<file path="config.mk">
export PLATFORM = sky130hd
export DESIGN_NAME = hazard_ctrl
export DESIGN_NICKNAME = d
export VERILOG_FILES = /design/src/rtl/hazard_ctrl.sv
export SDC_FILE = /design/constraint.sdc
export NUM_CORES = 1
export LEC_CHECK = 0
export ABC_CLOCK_PERIOD_IN_PS = 3100
export BUFFER_PORTS_ARGS = -buffer_cell sky130_fd_sc_hd__clkbuf_2
export CORE_MARGIN = 3
export CORE_UTILIZATION = 40
export CTS_CLUSTER_SIZE = 8
export DETAILED_ROUTE_END_ITERATION = 16
export GPL_ROUTABILITY_DRIVEN = 0
export PLACE_DENSITY = 0.67
export REMOVE_ABC_BUFFERS = 1
export SKIP_CTS_REPAIR_TIMING = 1
export SYNTH_ARGS = -nofsm -noshare
export SYNTH_HDL_FRONTEND = slang
export SYNTH_SLANG_ARGS = --single-unit
</file>
<file path="constraint.sdc">
create_clock -name clk -period 3.1 [get_ports clk]
set_input_delay 0.155 -clock clk [delete_from_list [all_inputs] [get_ports clk]]
set_output_delay 0.155 -clock clk [all_outputs]
set_load 0.02 [all_outputs]
</file>
<file path="src/rtl/hazard_ctrl.sv">
// Pipeline sequencer: stage enables/flushes, load-use and branch handling, dmem freeze with watchdog, EX forwarding.
// Enables/flushes/forwarding are combinational; state, mem_err and stall_count update on the clk edge.
module hazard_ctrl #(
    parameter int TIMEOUT = 16,
    parameter int CNT_W   = 32
) (
    input  logic             clk,
    input  logic             rst,
    input  logic [4:0]       id_rs1,
    input  logic [4:0]       id_rs2,
    input  logic [4:0]       ex_rs1,
    input  logic [4:0]       ex_rs2,
    input  logic [4:0]       id_ex_rd,
    input  logic             id_ex_mem_to_reg,
    input  logic [4:0]       ex_mem_rd,
    input  logic             ex_mem_regwrite,
    input  logic             ex_mem_mem_req,
    input  logic             dmem_ack,
    input  logic [4:0]       mem_wb_rd,
    input  logic             mem_wb_regwrite,
    input  logic             ex_branch_taken,
    output logic             pc_en,
    output logic             if_id_en,
    output logic             if_id_flush,
    output logic             id_ex_en,
    output logic             id_ex_flush,
    output logic             ex_mem_en,
    output logic             ex_mem_flush,
    output logic             mem_wb_en,
    output logic             mem_wb_flush,
    output logic [1:0]       fwd_a,
    output logic [1:0]       fwd_b,
    output logic             mem_err,
    output logic [CNT_W-1:0] stall_count
);

    localparam int WCW = (TIMEOUT < 2) ? 1 : $clog2(TIMEOUT + 1);

    localparam logic [1:0] S_RUN  = 2'd0;
    localparam logic [1:0] S_WAIT = 2'd1;
    localparam logic [1:0] S_ERR  = 2'd2;

    logic [1:0]     state;
    logic [WCW-1:0] wait_cnt;
    logic           freeze;
    logic           load_use;
    logic           halted;

    assign freeze   = !dmem_ack && ((state == S_RUN && ex_mem_mem_req) || state == S_WAIT);
    assign load_use = id_ex_mem_to_reg && (id_ex_rd != 5'd0) &&
                      ((id_ex_rd == id_rs1) || (id_ex_rd == id_rs2));
    // Any state other than RUN/MEM_WAIT (including the unused encoding) behaves as ERR.
    assign halted   = (state != S_RUN) && (state != S_WAIT);

    always_comb begin
        pc_en        = 1'b1;
        if_id_en     = 1'b1;
        id_ex_en     = 1'b1;
        ex_mem_en    = 1'b1;
        mem_wb_en    = 1'b1;
        if_id_flush  = 1'b0;
        id_ex_flush  = 1'b0;
        ex_mem_flush = 1'b0;
        mem_wb_flush = 1'b0;
        if (!rst) begin
            pc_en        = 1'b0;
            if_id_en     = 1'b0;
            id_ex_en     = 1'b0;
            ex_mem_en    = 1'b0;
            mem_wb_en    = 1'b0;
            if_id_flush  = 1'b1;
            id_ex_flush  = 1'b1;
            ex_mem_flush = 1'b1;
            mem_wb_flush = 1'b1;
        end else if (halted || freeze) begin
            // MEM/WB is held too: re-writing the same regfile value is harmless.
            pc_en     = 1'b0;
            if_id_en  = 1'b0;
            id_ex_en  = 1'b0;
            ex_mem_en = 1'b0;
            mem_wb_en = 1'b0;
        end else if (ex_branch_taken) begin
            if_id_flush = 1'b1;
            id_ex_flush = 1'b1;
        end else if (load_use) begin
            pc_en       = 1'b0;
            if_id_en    = 1'b0;
            id_ex_flush = 1'b1;
        end
    end

    // EX/MEM holds the newer result, so it wins over MEM/WB; x0 never forwards.
    function automatic logic [1:0] fwd_sel(input logic [4:0] rs);
        if (ex_mem_regwrite && ex_mem_rd != 5'd0 && ex_mem_rd == rs)
            return 2'b01;
        else if (mem_wb_regwrite && mem_wb_rd != 5'd0 && mem_wb_rd == rs)
            return 2'b10;
        else
            return 2'b00;
    endfunction

    always_comb begin
        fwd_a = 2'b00;
        fwd_b = 2'b00;
        if (rst) begin
            fwd_a = fwd_sel(ex_rs1);
            fwd_b = fwd_sel(ex_rs2);
        end
    end

    always_ff @(posedge clk) begin
        if (!rst) begin
            state       <= S_RUN;
            wait_cnt    <= '0;
            mem_err     <= 1'b0;
            stall_count <= '0;
        end else begin
            case (state)
                S_RUN: begin
                    if (freeze) begin
                        state    <= S_WAIT;
                        wait_cnt <= WCW'(1);
                    end
                end
                S_WAIT: begin
                    if (dmem_ack) begin
                        state    <= S_RUN;
                        wait_cnt <= '0;
                    end else if (TIMEOUT != 0 && wait_cnt == WCW'(TIMEOUT)) begin
                        state   <= S_ERR;
                        mem_err <= 1'b1;
                    end else begin
                        wait_cnt <= wait_cnt + WCW'(1);
                    end
                end
                default: begin
                    state   <= S_ERR;
                    mem_err <= 1'b1;
                end
            endcase
            if (!pc_en && stall_count != {CNT_W{1'b1}})
                stall_count <= stall_count + CNT_W'(1);
        end
    end

endmodule

</file>
Word level (Yosys, flattened, before mapping)
Index checks and enable logic that the tools add are counted.
{"block": "totals", "ff_bits": 40, "in_bits": 43, "elab_cells": 79, "out_inout_bits": 46}
{"block": "op_classes", "n_addsub": 2, "muxes": 31, "n_eq_ne": 15, "bitwise_logic": 1, "reduce_logical": 26}
{"cell": "$add A32 B1 Y32 const B", "n": 1}
{"cell": "$ne A32 B32 Y1 const B", "n": 1}
{"cell": "$eq A5 B5 Y1", "n": 6}
{"cell": "$mux W2", "n": 9}
{"cell": "$mux W1", "n": 16}
{"cell": "$mux W5", "n": 3}
{"cell": "$reduce_bool A5 Y1", "n": 3}
{"cell": "$logic_and A1 B1 Y1", "n": 12}
{"cell": "$pmux W5 S2", "n": 1}
{"cell": "$reduce_and A3 Y1", "n": 2}
{"cell": "$add A5 B1 Y5 const B", "n": 1}
{"cell": "$eq A5 B5 Y1 const B", "n": 1}
{"cell": "$ne A2 B1 Y1 const B", "n": 2}
{"cell": "$ne A2 B2 Y1 const B", "n": 2}
{"cell": "$pmux W2 S2", "n": 1}
{"cell": "$reduce_bool A2 Y1", "n": 2}
{"cell": "$logic_or A1 B1 Y1", "n": 3}
{"cell": "$ne A3 B2 Y1 const B", "n": 1}
{"cell": "$ne A3 B3 Y1 const B", "n": 1}
{"cell": "$eq A2 B1 Y1 const B", "n": 1}
{"cell": "$logic_not A1 Y1", "n": 2}
{"cell": "$logic_not A2 Y1", "n": 1}
{"cell": "$pmux W1 S2", "n": 1}
{"cell": "$reduce_and A2 Y1", "n": 1}
{"cell": "$not A1 Y1", "n": 1}

Depth between registers and ports, before layout
{"block": "depth", "ltp_word": 9, "mapped_depth": 9}

Worst setup path after synthesis
Ideal clock, no wire load.
{"block": "synth_timing", "path_type": "register -> register", "start": "register stall_count[0]", "end": "register stall_count[11]", "slack_ns": 1.014, "required_time_ns": 2.961, "setup_time_ns": 0.139, "stages_incl_launch_ff": 10, "n_path_buf": 1, "arrival_time_ns": 1.947, "path_cell_list": "dfxtp_1 ha_1 and2_1 nand4_1 nor2_1 nand4_1 buf_2 nand4b_1 xor2_1 nor2_1"}
{"block": "synth_via", "elab_chain_len": 2, "word_cells_on_any_way": 3, "cone_classes": "add/sub (1); eq/ne (1); reduce/logical (1)"}
{"element": "start: declaration", "line_no": "34", "source": "output logic [CNT_W-1:0] stall_count"}
{"element": "start signal: assignment", "line_no": "142", "source": "stall_count <= stall_count + CNT_W'(1);"}
{"element": "parallel branches: the longest is 2 deep, another holds $add A32 B1 Y32"}
Several ways; the timed one is not identified.
A chain may end at the register's enable or synchronous reset.

Worst setup path in the final report
{"block": "layout_timing", "start": "register state[0]", "end": "register stall_count[22]"}
{"block": "layout_via", "elab_chain_len": 9, "word_cells_on_any_way": 13, "cone_classes": "eq/ne (2); mux (2); reduce/logical (9)"}
{"element": "start: declaration", "line_no": "43", "source": "logic [1:0] state;"}
{"element": "start signal: assignment", "line_no": "113", "source": "state <= S_RUN;"}
{"element": "start signal: assignment", "line_no": "121", "source": "state <= S_WAIT;"}
{"element": "start signal: assignment", "line_no": "127", "source": "state <= S_RUN;"}
{"element": "$logic_not A2 Y1", "line_no": "49", "source": "assign freeze = !dmem_ack && ((state == S_RUN && ex_mem_mem_req) || state == S_WAIT);"}
{"element": "$logic_and A1 B1 Y1", "line_no": "49"}
{"element": "$logic_or A1 B1 Y1", "line_no": "49"}
{"element": "$logic_and A1 B1 Y1", "line_no": "49"}
{"element": "$logic_or A1 B1 Y1 *", "line_no": "75", "source": "end else if (halted || freeze) begin"}
{"element": "$mux W1 *", "line_no": "75"}
{"element": "$mux W1 *", "line_no": "65", "source": "if (!rst) begin"}
{"element": "$logic_not A1 Y1 *", "line_no": "141", "source": "if (!pc_en && stall_count != {CNT_W{1'b1}})"}
{"element": "$logic_and A1 B1 Y1 *", "line_no": "141"}
Mark *: on every way between the ends. The rest lies on a longest branch, timed or not.

==> key figures <==
Pwr
  • Switching Share: 25.8%
  • Clock Power Share: 38.1%
  • Sw power: 0.288 mW
  • Internal: 0.828 mW
  • VDD IR max: 0.265 mV
  • Overall power: 1.12 mW
  • Sequential group share of total power: 47.3%
  • Leak: 1.26 nW
  • Gate power share: 14.6%
  • Pwr/cell area: 364 mW/mm2

Placement
  • Port buffer count: 88
  • Post-DP Area: 0.00296 mm2
  • Hpwl dp: 4860 um
  • Placed insts: 459
  • Placement Setup Slack: 0.687 ns

Logic synthesis
  • Top_reg_cell synth: dfxtp_1
  • Yosys warns: 0
  • Most frequent cell after synthesis: dfxtp_1
  • Cells after Synth: 306
  • Top-area cell type share of the netlist area: 32.2%
  • Distinct cell type count after synthesis: 47
  • Post-synth top cells: dfxtp_1 (40), nor2_1 (36), xor2_1 (27)
  • Post-Syn Area: 0.00249 mm2
  • Async SR Flop Fraction: 0%
  • Post-synth EDFFs: 0
  • Avg Synthesized Cell Area: 8.14 um2
  • Largest cells by area after synthesis: dfxtp_1 (32%), xor2_1 (9.5%), xnor2_1 (7.4%)
  • Largest area contributor in the netlist: dfxtp_1
  • Sequential area share after synthesis: 32.2%
  • #FFs+latches synth: 40

STA
  • RSZ-0062 raised after global routing: false
  • Final-report max-slew violation count: 0
  • Max Freq: 0.423 GHz
  • Fin. Hold Viols: 0
  • Max_slew headroom: 47.9%
  • Layout Skew: 0.00895 ns
  • Final setup TNS: 0 ns
  • Slew @ Worst Pin: 0.775 ns
  • Endpoints failing setup: 0
  • Final Cycle Share: 76.3%
  • Worst hold margin: 0.248 ns
  • Final Critical Period: 2.36 ns
  • PnR worst setup slack: 0.735 ns

Routing
  • Final wirelength: 6130 um
  • Routed len/inst: 13.1 um
  • Vias: 2,430
  • Residual DRC count: 0
  • Initial DRC Count: 51
  • Vias per Instance: 5.20
  • Post-route ant nets: 0
  • DR pass1 iterations: 4

Clock network
  • Clk sinks: 40
  • H-tree Lvls: 2
  • Clock root cell: clkbuf_8
  • TritonCTS Buffers: 5
  • Clock transition at path regs: 0.08 ns
  • TritonCTS clock tree: done
  • Clock tree buffer depth: 2
  • Clock latency on the worst-skew pair: 0.30 ns

GRT
  • Largest net degree at the start of global routing: 21
  • Vias in the first global route: 2,417
  • Initial antenna violation count: 0
  • Tot GR Track Use: 17.7%
  • First-pass GRT wire length: 10,600 um
  • Grt ovf: 0

Die
  • Die Y: 84.9 um
  • Starting Density: 41.6%
  • Die X: 84.9 um
  • CORE AREA: 0.00599 mm2
  • Die area: 0.00721 mm2
  • I/O Pins: 89
  • Cell Rows: 28

Worst setup path
  • Arr. time, crit path: 2.60 ns
  • Worst EP required: 3.33 ns
  • CP Max Fanout: 18
  • WS Path Type: register to register
  • Worst Setup SP: state[0]
  • Reg2reg start: state[0]
  • CP startpoint kind: register
  • Crit. End Element: register

Layout
  • Layout cells sized above 1: 27.3%
  • Fin util: 51.2%
  • Ant diodes: 0
  • Design Area, Final: 0.00307 mm2
  • Layout area overhead: 23.2%
  • Final std cells w/o fill: 467
  • Fillers: 618
  • Net count, final: 437

Status
  • Outcome: finished, final reports clean

Worst hold path
  • Worst min-delay path startpoint: dmem_ack
  • Hold Crit Class: input pin to register

Run
  • Max capacitance violation total: 0
cells in the final DEF, fill, tap and decap left out, drive strengths merged, types with 7 or more instances in the layout:
master	n
nor2	36
and2	7
or3	10
dfxtp	40
xor2	27
nand2	25
and3	7
nand3	21
nand4	11
inv	8
or4	7
a21oi	18
o21ai	14
xnor2	21
clkbuf	94
metal layers:
layer	track usage, %	up-vias	routed length [um]
li1	-	1248	-
met1	21.4	1123	2710
met2	31.2	50	3040
met3	4.08	9	297
met4	5.04	0	72
met5	0	-	0
area by class of cell:
cell class	instances	area (um2)	share of cell area, %
clock inverters	2	35.0	1.14
inverters	9	33.8	1.10
multi-input cells	244	1570	51.1
well taps	75	93.8	3.06
flip-flops and latches	40	801	26.1
clock buffers	6	72.6	2.37
repair buffers	91	463	15.1
worst max-delay path: stages (launching register included):
cell and delay, ns:
dfxtp_1 0.49, nor2_1 0.08, nor2_1 0.18, a211o_1 0.61, nand3_1 0.35, or3_1 0.43
a21oi_1 0.14
power groups by stage:
stage	combinational [mW]	sequential (mW)	clock, mW
floorplan	0.0879	0.543	0
global placement	0.162	0.540	0
detailed placement	0.164	0.540	0
CTS	0.164	0.528	0.435
global route	0.181	0.529	0.458
finish	0.162	0.528	0.425
cells by family after synthesis:
group / after synthesis / share of synthesized area (%)
AOI/OAI and AO/OA: 47 / 11.7
xor gates and xnor gates: 48 / 16.9
adders and majority gates: 3 / 1.51
buffers and inverters: 22 / 4.87
DFF: 40 / 32.2
muxes: 2 / 0.804
and+or+nand+nor: 144 / 32.1
sequential cells by signal, indices dropped and copies added, names as in the netlist:
signal	flops
stall_count	32
wait_cnt	5
state	2
mem_err	1
final timing paths:
check	to	slack (ns)	depth (start not counted)
setup reg to reg	stall_count[22]	0.74	6
setup / recovery	stall_count[22]	0.74	6
hold / removal	state[0]	0.25	4
hold reg to reg	mem_err	0.45	2
No activity file was read; power rests on OpenSTA's default activity.
